[src/rtl/hot_page_mig_dispatcher_pkg.sv]
// hot_page_pkg: shared types for the hot-page migration dispatcher.
//   MIG_GRP_SIZE_DEF : default pairs per fetched group (both channels together)
//   pair_t           : one source/destination page pair (src in the upper 64 bits)
//   disp_state_t     : dispatcher FSM encoding
//   pair_is_null     : a pair with either address zero carries no copy
package hot_page_pkg;

   localparam int MIG_GRP_SIZE_DEF = 16;

   typedef struct packed {
      logic [63:0] src;
      logic [63:0] dst;
   } pair_t;

   typedef enum logic [1:0] {
      ST_IDLE  = 2'd0,
      ST_SCAN  = 2'd1,
      ST_ISSUE = 2'd2
   } disp_state_t;

   function automatic logic pair_is_null(input pair_t p);
      return (p.src == 64'd0) || (p.dst == 64'd0);
   endfunction

endpackage

[src/rtl/hot_page_mig_dispatcher_if.sv]
// hot_page_mig_dispatcher_if: group-capture and copy-request bus of one channel.
//   new_addr_available/src_addr/dst_addr : group strobe and N_PAIRS address pairs
//   mig_req_valid/ready/src/dst          : copy request handshake
//   mig_cmpl_valid                       : one-cycle copy completion strobe
//   modport master : the dispatcher; modport slave : fetcher / copy engine side
interface hot_page_mig_dispatcher_if #(
   parameter int N_PAIRS = 8
);
   logic                     new_addr_available;
   logic [N_PAIRS-1:0][63:0] src_addr;
   logic [N_PAIRS-1:0][63:0] dst_addr;
   logic                     mig_req_valid;
   logic                     mig_req_ready;
   logic [63:0]              mig_req_src;
   logic [63:0]              mig_req_dst;
   logic                     mig_cmpl_valid;

   modport master (
      input  new_addr_available, src_addr, dst_addr, mig_req_ready, mig_cmpl_valid,
      output mig_req_valid, mig_req_src, mig_req_dst
   );

   modport slave (
      output new_addr_available, src_addr, dst_addr, mig_req_ready, mig_cmpl_valid,
      input  mig_req_valid, mig_req_src, mig_req_dst
   );
endinterface

[src/rtl/hot_page_mig_dispatcher_grp_fifo.sv]
// hot_page_grp_fifo: GRP_DEPTH-entry buffer of whole address groups.
//   i_clk/i_rst_n        : clock, async active-low reset
//   i_push, i_wr_src/dst : write one full group into the tail slot (caller qualifies)
//   i_pop                : retire the head group
//   i_rd_idx, o_rd_pair  : combinational read of one pair of the head group
//   o_full/o_empty/o_count : occupancy status
module hot_page_grp_fifo
   import hot_page_pkg::*;
#(
   parameter int N_PAIRS   = 8,
   parameter int GRP_DEPTH = 2,
   parameter int IDX_W     = 3,
   parameter int CNT_W     = $clog2(GRP_DEPTH) + 1
) (
   input  logic                     i_clk,
   input  logic                     i_rst_n,
   input  logic                     i_push,
   input  logic [N_PAIRS-1:0][63:0] i_wr_src,
   input  logic [N_PAIRS-1:0][63:0] i_wr_dst,
   input  logic                     i_pop,
   input  logic [IDX_W-1:0]         i_rd_idx,
   output pair_t                    o_rd_pair,
   output logic                     o_full,
   output logic                     o_empty,
   output logic [CNT_W-1:0]         o_count
);
   localparam int PTR_W = (GRP_DEPTH > 1) ? $clog2(GRP_DEPTH) : 1;

   pair_t            r_mem [GRP_DEPTH][N_PAIRS];
   logic [PTR_W-1:0] r_wr_ptr;
   logic [PTR_W-1:0] r_rd_ptr;
   logic [CNT_W-1:0] r_count;
   logic             w_empty;
   logic             w_pop;

   // Explicit wrap keeps non-power-of-2 depths in range as well.
   function automatic logic [PTR_W-1:0] ptr_inc(input logic [PTR_W-1:0] p);
      return (p == PTR_W'(GRP_DEPTH - 1)) ? {PTR_W{1'b0}} : p + PTR_W'(1);
   endfunction

   assign w_empty   = (r_count == CNT_W'(0));
   assign w_pop     = i_pop && !w_empty;
   assign o_empty   = w_empty;
   assign o_full    = (r_count == CNT_W'(GRP_DEPTH));
   assign o_count   = r_count;
   assign o_rd_pair = r_mem[r_rd_ptr][i_rd_idx];

   // Group data array: the whole group lands in the tail slot in one cycle.
   always_ff @(posedge i_clk) begin
      if (i_push) begin
         for (int i = 0; i < N_PAIRS; i++) begin
            r_mem[r_wr_ptr][i] <= {i_wr_src[i], i_wr_dst[i]};
         end
      end
   end

   // Pointers and occupancy; push and pop may coincide.
   always_ff @(posedge i_clk or negedge i_rst_n) begin
      if (!i_rst_n) begin
         r_wr_ptr <= {PTR_W{1'b0}};
         r_rd_ptr <= {PTR_W{1'b0}};
         r_count  <= {CNT_W{1'b0}};
      end else begin
         if (i_push) r_wr_ptr <= ptr_inc(r_wr_ptr);
         if (w_pop)  r_rd_ptr <= ptr_inc(r_rd_ptr);
         r_count <= r_count + CNT_W'(i_push) - CNT_W'(w_pop);
      end
   end
endmodule

[src/rtl/hot_page_mig_dispatcher.sv]
// hot_page_mig_dispatcher: buffers address groups of one channel and issues
// non-null page pairs as copy requests, bounded by MAX_OUTSTANDING.
//   axi4_mm_clk / axi4_mm_rst_n : clock, async active-low reset
//   bus (master)                : group capture, copy request, completion
//   mig_done_cnt                : completed copies since reset (wraps)
//   grp_drop_cnt                : groups dropped on a full buffer (saturates)
//   cmpl_err                    : sticky, completion seen with nothing outstanding
//   busy                        : buffer non-empty or copies outstanding
module hot_page_mig_dispatcher
   import hot_page_pkg::*;
#(
   parameter int MIG_GRP_SIZE    = MIG_GRP_SIZE_DEF,
   parameter int GRP_DEPTH       = 2,
   parameter int MAX_OUTSTANDING = 4
) (
   input  logic                    axi4_mm_clk,
   input  logic                    axi4_mm_rst_n,
   hot_page_mig_dispatcher_if.master bus,
   output logic [63:0]             mig_done_cnt,
   output logic [31:0]             grp_drop_cnt,
   output logic                    cmpl_err,
   output logic                    busy
);
   localparam int N_PAIRS = MIG_GRP_SIZE / 2;
   localparam int IDX_W   = (N_PAIRS > 1) ? $clog2(N_PAIRS) : 1;
   localparam int CNT_W   = $clog2(GRP_DEPTH) + 1;
   localparam int OUT_W   = $clog2(MAX_OUTSTANDING + 1);

   disp_state_t      r_state;
   logic [IDX_W-1:0] r_idx;
   logic [OUT_W-1:0] r_outstanding;
   logic             r_req_valid;
   logic [63:0]      r_req_src;
   logic [63:0]      r_req_dst;
   logic [63:0]      r_done_cnt;
   logic [31:0]      r_drop_cnt;
   logic             r_cmpl_err;

   pair_t            w_head;
   logic             w_full;
   logic             w_empty;
   logic [CNT_W-1:0] w_count;
   logic             w_push;
   logic             w_drop;
   logic             w_null;
   logic             w_last;
   logic             w_issue;
   logic             w_pop;
   logic             w_more;
   logic             w_cmpl_ok;

   // A full buffer still accepts when its head retires in the same cycle.
   assign w_push    = bus.new_addr_available && (!w_full || w_pop);
   assign w_drop    = bus.new_addr_available && !w_push;
   assign w_null    = pair_is_null(w_head);
   assign w_last    = (r_idx == IDX_W'(N_PAIRS - 1));
   assign w_issue   = (r_state == ST_ISSUE) && r_req_valid && bus.mig_req_ready;
   assign w_pop     = w_last && (w_issue || ((r_state == ST_SCAN) && w_null));
   assign w_more    = (w_count > CNT_W'(1)) || w_push;
   // A same-cycle issue supplies the credit a completion retires.
   assign w_cmpl_ok = bus.mig_cmpl_valid && ((r_outstanding != OUT_W'(0)) || w_issue);

   hot_page_grp_fifo #(
      .N_PAIRS   (N_PAIRS),
      .GRP_DEPTH (GRP_DEPTH),
      .IDX_W     (IDX_W),
      .CNT_W     (CNT_W)
   ) u_grp_fifo (
      .i_clk     (axi4_mm_clk),
      .i_rst_n   (axi4_mm_rst_n),
      .i_push    (w_push),
      .i_wr_src  (bus.src_addr),
      .i_wr_dst  (bus.dst_addr),
      .i_pop     (w_pop),
      .i_rd_idx  (r_idx),
      .o_rd_pair (w_head),
      .o_full    (w_full),
      .o_empty   (w_empty),
      .o_count   (w_count)
   );

   // Dispatcher FSM with registered request outputs.
   always_ff @(posedge axi4_mm_clk or negedge axi4_mm_rst_n) begin
      if (!axi4_mm_rst_n) begin
         r_state     <= ST_IDLE;
         r_idx       <= {IDX_W{1'b0}};
         r_req_valid <= 1'b0;
         r_req_src   <= 64'd0;
         r_req_dst   <= 64'd0;
      end else begin
         case (r_state)
            ST_IDLE: begin
               r_idx <= {IDX_W{1'b0}};
               if (!w_empty) r_state <= ST_SCAN;
            end
            ST_SCAN: begin
               if (w_null) begin
                  if (w_last) begin
                     r_idx   <= {IDX_W{1'b0}};
                     r_state <= w_more ? ST_SCAN : ST_IDLE;
                  end else begin
                     r_idx <= r_idx + IDX_W'(1);
                  end
               end else if (r_outstanding < OUT_W'(MAX_OUTSTANDING)) begin
                  r_state     <= ST_ISSUE;
                  r_req_valid <= 1'b1;
                  r_req_src   <= w_head.src;
                  r_req_dst   <= w_head.dst;
               end
            end
            ST_ISSUE: begin
               if (w_issue) begin
                  r_req_valid <= 1'b0;
                  if (w_last) begin
                     r_idx   <= {IDX_W{1'b0}};
                     r_state <= w_more ? ST_SCAN : ST_IDLE;
                  end else begin
                     r_idx   <= r_idx + IDX_W'(1);
                     r_state <= ST_SCAN;
                  end
               end
            end
            default: begin
               r_state     <= ST_IDLE;
               r_idx       <= {IDX_W{1'b0}};
               r_req_valid <= 1'b0;
            end
         endcase
      end
   end

   // Outstanding credit, completion count, error flag and drop count.
   always_ff @(posedge axi4_mm_clk or negedge axi4_mm_rst_n) begin
      if (!axi4_mm_rst_n) begin
         r_outstanding <= {OUT_W{1'b0}};
         r_done_cnt    <= 64'd0;
         r_cmpl_err    <= 1'b0;
         r_drop_cnt    <= 32'd0;
      end else begin
         case ({w_issue, w_cmpl_ok})
            2'b10:   r_outstanding <= r_outstanding + OUT_W'(1);
            2'b01:   r_outstanding <= r_outstanding - OUT_W'(1);
            default: r_outstanding <= r_outstanding;
         endcase
         if (w_cmpl_ok) r_done_cnt <= r_done_cnt + 64'd1;
         if (bus.mig_cmpl_valid && !w_cmpl_ok) r_cmpl_err <= 1'b1;
         if (w_drop && (r_drop_cnt != 32'hFFFF_FFFF)) r_drop_cnt <= r_drop_cnt + 32'd1;
      end
   end

   assign bus.mig_req_valid = r_req_valid;
   assign bus.mig_req_src   = r_req_src;
   assign bus.mig_req_dst   = r_req_dst;
   assign mig_done_cnt      = r_done_cnt;
   assign grp_drop_cnt      = r_drop_cnt;
   assign cmpl_err          = r_cmpl_err;
   assign busy              = !w_empty || (r_outstanding != OUT_W'(0));
endmodule

[src/flat_wrapper.sv]
// flat-port wrapper written by rule: the top's interface ports become plain ports
module hot_page_mig_dispatcher_flat import hot_page_pkg::*;
#(
   parameter int MIG_GRP_SIZE    = MIG_GRP_SIZE_DEF,
   parameter int GRP_DEPTH       = 2,
   parameter int MAX_OUTSTANDING = 4
)
  (axi4_mm_clk, axi4_mm_rst_n, mig_done_cnt, grp_drop_cnt, cmpl_err, busy, bus_new_addr_available, bus_src_addr, bus_dst_addr, bus_mig_req_ready, bus_mig_cmpl_valid, bus_mig_req_valid, bus_mig_req_src, bus_mig_req_dst);
  hot_page_mig_dispatcher_if #(.N_PAIRS((8))) bus_i ();
  input  logic axi4_mm_clk;
  input  logic axi4_mm_rst_n;
  output logic [63:0] mig_done_cnt;
  output logic [31:0] grp_drop_cnt;
  output logic cmpl_err;
  output logic busy;
  input wire logic [$bits(bus_i.new_addr_available)-1:0] bus_new_addr_available;
  input wire logic [$bits(bus_i.src_addr)-1:0] bus_src_addr;
  input wire logic [$bits(bus_i.dst_addr)-1:0] bus_dst_addr;
  input wire logic [$bits(bus_i.mig_req_ready)-1:0] bus_mig_req_ready;
  input wire logic [$bits(bus_i.mig_cmpl_valid)-1:0] bus_mig_cmpl_valid;
  output wire logic [$bits(bus_i.mig_req_valid)-1:0] bus_mig_req_valid;
  output wire logic [$bits(bus_i.mig_req_src)-1:0] bus_mig_req_src;
  output wire logic [$bits(bus_i.mig_req_dst)-1:0] bus_mig_req_dst;
  assign bus_i.new_addr_available = bus_new_addr_available;
  assign bus_i.src_addr = bus_src_addr;
  assign bus_i.dst_addr = bus_dst_addr;
  assign bus_i.mig_req_ready = bus_mig_req_ready;
  assign bus_i.mig_cmpl_valid = bus_mig_cmpl_valid;
  assign bus_mig_req_valid = bus_i.mig_req_valid;
  assign bus_mig_req_src = bus_i.mig_req_src;
  assign bus_mig_req_dst = bus_i.mig_req_dst;
  hot_page_mig_dispatcher #(.MIG_GRP_SIZE(MIG_GRP_SIZE), .GRP_DEPTH(GRP_DEPTH), .MAX_OUTSTANDING(MAX_OUTSTANDING)) u_core (.axi4_mm_clk(axi4_mm_clk), .axi4_mm_rst_n(axi4_mm_rst_n), .bus(bus_i), .mig_done_cnt(mig_done_cnt), .grp_drop_cnt(grp_drop_cnt), .cmpl_err(cmpl_err), .busy(busy));
endmodule
[config.mk]
export PLATFORM = sky130hd
export DESIGN_NAME = hot_page_mig_dispatcher_flat
export DESIGN_NICKNAME = d
export VERILOG_FILES = /design/src/rtl/hot_page_mig_dispatcher_pkg.sv /design/src/rtl/hot_page_mig_dispatcher_if.sv /design/src/rtl/hot_page_mig_dispatcher_grp_fifo.sv /design/src/rtl/hot_page_mig_dispatcher.sv /design/src/flat_wrapper.sv
export SDC_FILE = /design/constraint.sdc
export NUM_CORES = 2
export LEC_CHECK = 0
export CELL_PAD_IN_SITES_DETAIL_PLACEMENT = 0
export CELL_PAD_IN_SITES_GLOBAL_PLACEMENT = 1
export CORE_UTILIZATION = 35
export DETAILED_ROUTE_END_ITERATION = 8
export MAX_ROUTING_LAYER = met4
export PLACE_DENSITY = 0.72
export SYNTH_ARGS = -nofsm -noshare
export SYNTH_HDL_FRONTEND = slang
export SYNTH_SLANG_ARGS = --single-unit
[constraint.sdc]
create_clock -name axi4_mm_clk -period 62.9 [get_ports axi4_mm_clk]
set_clock_uncertainty 0.05 [all_clocks]
set_input_delay 12.58 -clock axi4_mm_clk [delete_from_list [all_inputs] [get_ports axi4_mm_clk]]
set_output_delay 12.58 -clock axi4_mm_clk [all_outputs]
set_load 0.05 [all_outputs]
# Yosys cells after proc, flatten, opt, wreduce, memory -nomap -nowiden
# Memories as Yosys holds them, arrays and structs flattened.
# Index checks and enable logic that the tools add are counted.
# word_totals
in_bits	1029
out_inout_bits	227
ram_bits	2048
ff_bits	238
wordCells	96
n_memories	1
# memory_table
memory	depth	word_bits	read_ports	rd_ports_with_merged_regs	wr	line	source
u_core.u_grp_fifo.r_mem	2	1024	1	0	1	hot_page_mig_dispatcher_grp_fifo.sv:29	pair_t r_mem [GRP_DEPTH][N_PAIRS];
# classes
bitwise_logic	3
n_lt_le_gt_ge	3
eq_ne	14
reduce_logical	30
addsub	9
n_mux	24
# op_table
op	count
binary-select mux 128 bit (select 3 bit)	1
two-way mux 128 bit	2
logical NOT 64 bit	2
adder 64 x 1 -> 64 bit, second input constant	1
adder 32 x 1 -> 32 bit, second input constant	1
inequality test 32 bit, second input constant	1
two-way mux 2 bit	6
one-hot mux 3 bit (2 select lines)	2
logical AND 1 bit	10
two-way mux 3 bit	3
two-way mux 1 bit	8
AND reduction 4 bit	2
adder 3 x 1 -> 3 bit, second input constant	2
== test 2 bit, second input constant	3
logical OR 1 bit	6
inequality test 2 bit, second input constant	3
one-hot mux 2 bit (3 select lines)	1
== test 2 x 1 -> 1 bit, second input constant	2
greater-or-equal comparator 4 bit, second input constant	1
logical NOT 1 bit	4
logical NOT 2 bit	2
inequality test 2 x 1 -> 1 bit, second input constant	2
NOT 3 -> 4 bit	1
== test 3 bit, second input constant	1
14 further kinds	16

# Depth between registers and ports, before layout
# depth
depth_word	16
ltp_mapped	21
depth_no_buf	14

# By module
# Synthesis repeated with hierarchy kept, for this count alone.
# hier_totals
cells_unflattened	4035
hier_area_um2	87574.0
# by_module_without_submodules
module	n_inst	cells_per_inst	seq_area_each_um2	area_each_um2
hot_page_grp_fifo	1	3268	61599.1	77057.7
hot_page_mig_dispatcher	1	767	5855.6	10516.3

# Least setup slack after synthesis
# Ideal clock, no wire load.
# synth_timing
kind	input to register
startpoint	in bus_mig_req_ready
endpoint	mem u_core.u_grp_fifo.r_mem[0][0] (netlist bit), enable pin
n_path_buf	0
path_slack_ns	2.444
path_stages	5
required_time_ns	60.285
setup_ns	2.565
arrival_time_ns	57.841
path_cell_list	nand3_1 > nor2_1 > a21oi_1 > o21ai_1 > nor2b_1
# synth_via
elab_chain_cells	7
# synth_lines
element	line	source
start, declared	flat_wrapper.sv:19	input wire logic [$bits(bus_i.mig_req_ready)-1:0] bus_mig_req_ready;
logical AND 1 bit	hot_page_mig_dispatcher.sv:57	assign w_issue = (r_state == ST_ISSUE) && r_req_valid && bus.mig_req_ready;
logical OR 1 bit	hot_page_mig_dispatcher.sv:58	assign w_pop = w_last && (w_issue || ((r_state == ST_SCAN) && w_null));
logical AND 1 bit	hot_page_mig_dispatcher.sv:58	
logical OR 1 bit	hot_page_mig_dispatcher.sv:53	assign w_push = bus.new_addr_available && (!w_full || w_pop);
logical AND 1 bit	hot_page_mig_dispatcher.sv:53	
two-way mux 1 bit	hot_page_mig_dispatcher_grp_fifo.sv:50	if (i_push) begin
two-way mux 1 bit (not written as such)	hot_page_mig_dispatcher_grp_fifo.sv:52	r_mem[r_wr_ptr][i] <= {i_wr_src[i], i_wr_dst[i]};
end, declared	hot_page_mig_dispatcher_grp_fifo.sv:29	
# No other way between the ends.

# Worst setup path after layout
# layout_timing
startpoint	in bus_mig_req_ready
endpoint	mem u_core.u_grp_fifo.r_mem[1][360] (netlist bit), enable pin
# The elaborated chain is that of the path after synthesis.

==> impl_metrics.py <==
metrics = {
    "synth": {
        "synth_flop_cell": "edfxtp_1",
        "syn_nets": 5143,
        "synthArstFlopShare": 0.104,
        "synth_edf_count": 2048,
        "synth_warnings": 0,
        "syn_area_mm2": 0.0878,
        "synth-seq-cells": 2286,
        "synth_area_per_cell_um2": 21.4,
        "ys_types": 69,
        "yosysSeqAreaShare": 0.768,
        "synthCells": 4102,
    },
    "placed_design": {
        "portBuffers": 1255,
        "gp_congestion": 0.869,
        "place.detailed.hpwl_um": 215000,
        "dpl-instance-area_mm2": 0.104,
    },
    "worst_setup_path": {
        "path_max_fanout": 78,
        "r2r-start": "u_core.r_idx[0]",
        "slowest_delay_ns": 0.96,
        "path_class": "in2reg",
        "path_buf_inv": 6,
        "end_kind": "register",
        "cp_data_arrival_time_ns": 19.04,
        "critPathSlowestCell": "buf_4",
        "critical_path_required_ns": 63.31,
        "worst_path_most_repeated_cell": "buf_4",
        "path_cells": "clkdlybuf4s50_1, nand3_1, nor2_1, a21oi_1, o21ai_1, and2_4, buf_4, buf_4, buf_4, buf_4, buf_4",
        "crit_family": "buffers and inverters",
        "start_kind": "input port",
        "crit_start": "bus_mig_req_ready",
    },
    "global_routing": {
        "grt_pass1_wl_um": 393000,
        "grtUsageTotal": 0.235,
        "grt_pass1_vias": 49000,
        "antenna_found_initial": 213,
        "gr-total-overflow": 0,
        "grt_max_degree": 152,
    },
    "run_status": {
        "status": "completed",
    },
    "min_path": {
        "hold_start": "u_core.grp_drop_cnt[29]",
        "hp-class": "reg2reg",
    },
    "sta": {
        "post-route-period-util": 0.296,
        "max_slew_margin": 0.221,
        "grt_setup_unrepaired": "no",
        "period_needed_ns": 18.63,
        "max_freq_mhz": 53.7,
        "hold_violations": 0,
        "slew_violations": 0,
        "setup_viol": 0,
        "worst_slew_pin_slew_ns": 1.17,
        "whs_ns": 0.445,
        "finalSetupTns_ns": 0,
    },
    "power": {
        "irDropWorstVdd_mv": 0.0294,
        "p_leak_nw": 37.0,
        "p_per_area_mw_per_mm2": 44.6,
        "power_mw": 5.02,
    },
    "clock_network": {
        "cts_resized": 0,
        "clkTransAtPathRegs_ns": 0.06,
        "cts.sinks": 2286,
        "cts_setup_buffers": 0,
        "root_buffer": "clkbuf_16",
        "clkLatencyLatePin_ns": 0.89,
        "holdBufCountCts": 0,
        "cts_made_buffers": 235,
        "cts_tree": "built",
        "cts_buffer_depth": 3,
        "cts_htree_levels": 4,
    },
    "die": {
        "num_rows": 183,
        "die_area_mm2": 0.253,
        "die_x_um": 503,
        "die_y_um": 503,
        "ios": 1256,
        "fp.coreArea_mm2": 0.249,
        "start_util": 0.353,
    },
    "detailed_routing": {
        "drt_wl_total_um": 293000,
        "wl_per_cell_um": 31.9,
        "firstDrtPassIters": 5,
        "route.top_layer_used": "met4",
        "routed_via_density": 5.18,
        "wl_met2_um": 146000,
        "final_antenna_net_count": 0,
        "drtIter0Drc": 4863,
        "route.detailed.drc": 0,
        "wl_met1_um": 110000,
        "vias": 47600,
        "met3_length_um": 29300,
    },
    "layout": {
        "mostFrequentLayoutCell": "edfxtp_1",
        "area_growth_pct": 28.2,
        "fillCellCount": 21200,
        "layout_common_cells": "edfxtp_1 (2,048), clkdlybuf4s50_1 (1,254), mux4_2 (480)",
        "fin_util": 0.452,
        "layout.nets": 6529,
        "fin_area_mm2": 0.113,
        "drive_gt1_frac": 0.191,
    },
    "flow_run": {
        "maxCapViolations": 0,
    },
}
-- state kept, by name, indices dropped and copies added, names as in the netlist --
signal and cells:
u_core.u_grp_fifo.r_wr_ptr 1, u_core.bus.mig_req_src 64, u_core.r_idx 3, u_core.u_grp_fifo.r_mem 2048
u_core.bus.mig_req_valid 1, u_core.mig_done_cnt 64, u_core.grp_drop_cnt 32, u_core.r_outstanding 3
u_core.bus.mig_req_dst 64, u_core.cmpl_err 1, u_core.r_state 2, u_core.u_grp_fifo.o_count 2
u_core.u_grp_fifo.r_rd_ptr 1
-- final timing paths --
kind                                                   endpoint  slack (ns)  cells after the start
worst max register to register  u_core.u_grp_fifo.r_mem[1][360]       50.44                     20
worst min-delay path                    u_core.grp_drop_cnt[29]        0.44                      1
worst min register to register          u_core.grp_drop_cnt[29]        0.44                      1
worst max-delay path            u_core.u_grp_fifo.r_mem[1][360]       44.27                     11
max in group asynchronous             u_core.bus.mig_req_src[2]       48.40                      4
min in group asynchronous               u_core.mig_done_cnt[25]       11.68                      1
-- kinds of logic (layout without fill, tap and decap cells) --
group / after synthesis / in the layout / synth area share
other cells: 0 / 174 / 0
flops: 2286 / 2286 / 0.768
fa+ha+maj: 12 / 12 / 0.00179
mux: 737 / 737 / 0.157
xor+xnor: 101 / 101 / 0.0101
buf+inv: 240 / 1833 / 0.0146
compound gates: 294 / 294 / 0.0245
simple gates: 432 / 432 / 0.0245
-- metrics by stage --
stage	setup slack (ns)	instances
6_report	44.27	9199
5_1_grt	43.85	9177
4_1_cts	44.32	9025
3_5_place_dp	43.37	8581
3_3_place_gp	43.43	8581
2_1_floorplan	2.44	4102
-- cells in the mapped netlist (6+ instances only) --
library cell,number,area share
a21oi_1,27,0.0015
a221o_1,7,0.00080
a221oi_1,39,0.0039
a22o_1,20,0.0020
a22oi_1,97,0.0083
a31oi_1,20,0.0014
and2_1,12,0.00085
and3_1,25,0.0018
buf_1,17,0.00073
buf_2,84,0.0048
buf_4,32,0.0027
buf_6,21,0.0027
clkbuf_1,49,0.0021
dfrtp_1,238,0.068
edfxtp_1,2048,0.70
ha_1,11,0.0016
inv_1,35,0.0015
mux2_2,63,0.0081
mux2_4,58,0.0099
mux2i_1,133,0.015
mux4_2,480,0.12
nand2_1,151,0.0065
nand2b_1,6,0.00043
nand3_1,39,0.0022
nand4_1,33,0.0024
nor2_1,64,0.0027
nor2b_1,16,0.0011
nor3_1,23,0.0013
nor4_1,30,0.0021
o21ai_0,29,0.0017
o22ai_1,15,0.0011
xnor2_1,85,0.0085
xor2_1,16,0.0016
-- power by group --
part | leakage (nW) | switching [mW] | internal (mW) | total, mW
registers | 22.0 | 0.111 | 2.07 | 2.18
clock network | 3.75 | 0.605 | 0.791 | 1.40
logic | 11.2 | 0.920 | 0.520 | 1.44
total | 37.0 | 1.64 | 3.38 | 5.02
-- cell type report --
| type | instances | area (um^2) | area share |
|---|---|---|---|
| well taps | 3330 | 4170 | 0.0370 |
| flip-flops and latches | 2286 | 67500 | 0.599 |
| repair buffers | 1352 | 13400 | 0.119 |
| clock buffers | 315 | 6400 | 0.0569 |
| diodes | 174 | 435 | 0.00387 |
| inverters | 37 | 146 | 0.00130 |
| clock inverters | 129 | 1360 | 0.0121 |
| multi-input cells | 1576 | 19200 | 0.171 |
-- routing by layer --
| layer | GRT usage | vias up |
|---|---|---|
| met1 | 0.276 | 25000 |
| met4 | 0.0760 | 0 |
| li1 | - | 20100 |
| met5 | - | - |
| met2 | 0.379 | 2184 |
| met3 | 0.0769 | 384 |
-- worst reg2reg max path: stages (launching register included) --
cell,delay (ns)
dfrtp_4,0.85
buf_4,0.62
buf_4,0.62
buf_4,0.71
buf_4,0.71
mux4_2,0.47
a22oi_1,0.22
nand2_1,0.24
or4_1,0.73
nor4_1,0.30
buf_4,0.20
nand4_1,0.32
nor2_2,0.40
nor2_1,0.17
o21ai_1,0.36
and2_4,0.64
buf_4,0.70
buf_4,0.83
buf_4,0.84
buf_4,1.05
buf_4,0.98
Power figures use the tool's default switching activity.
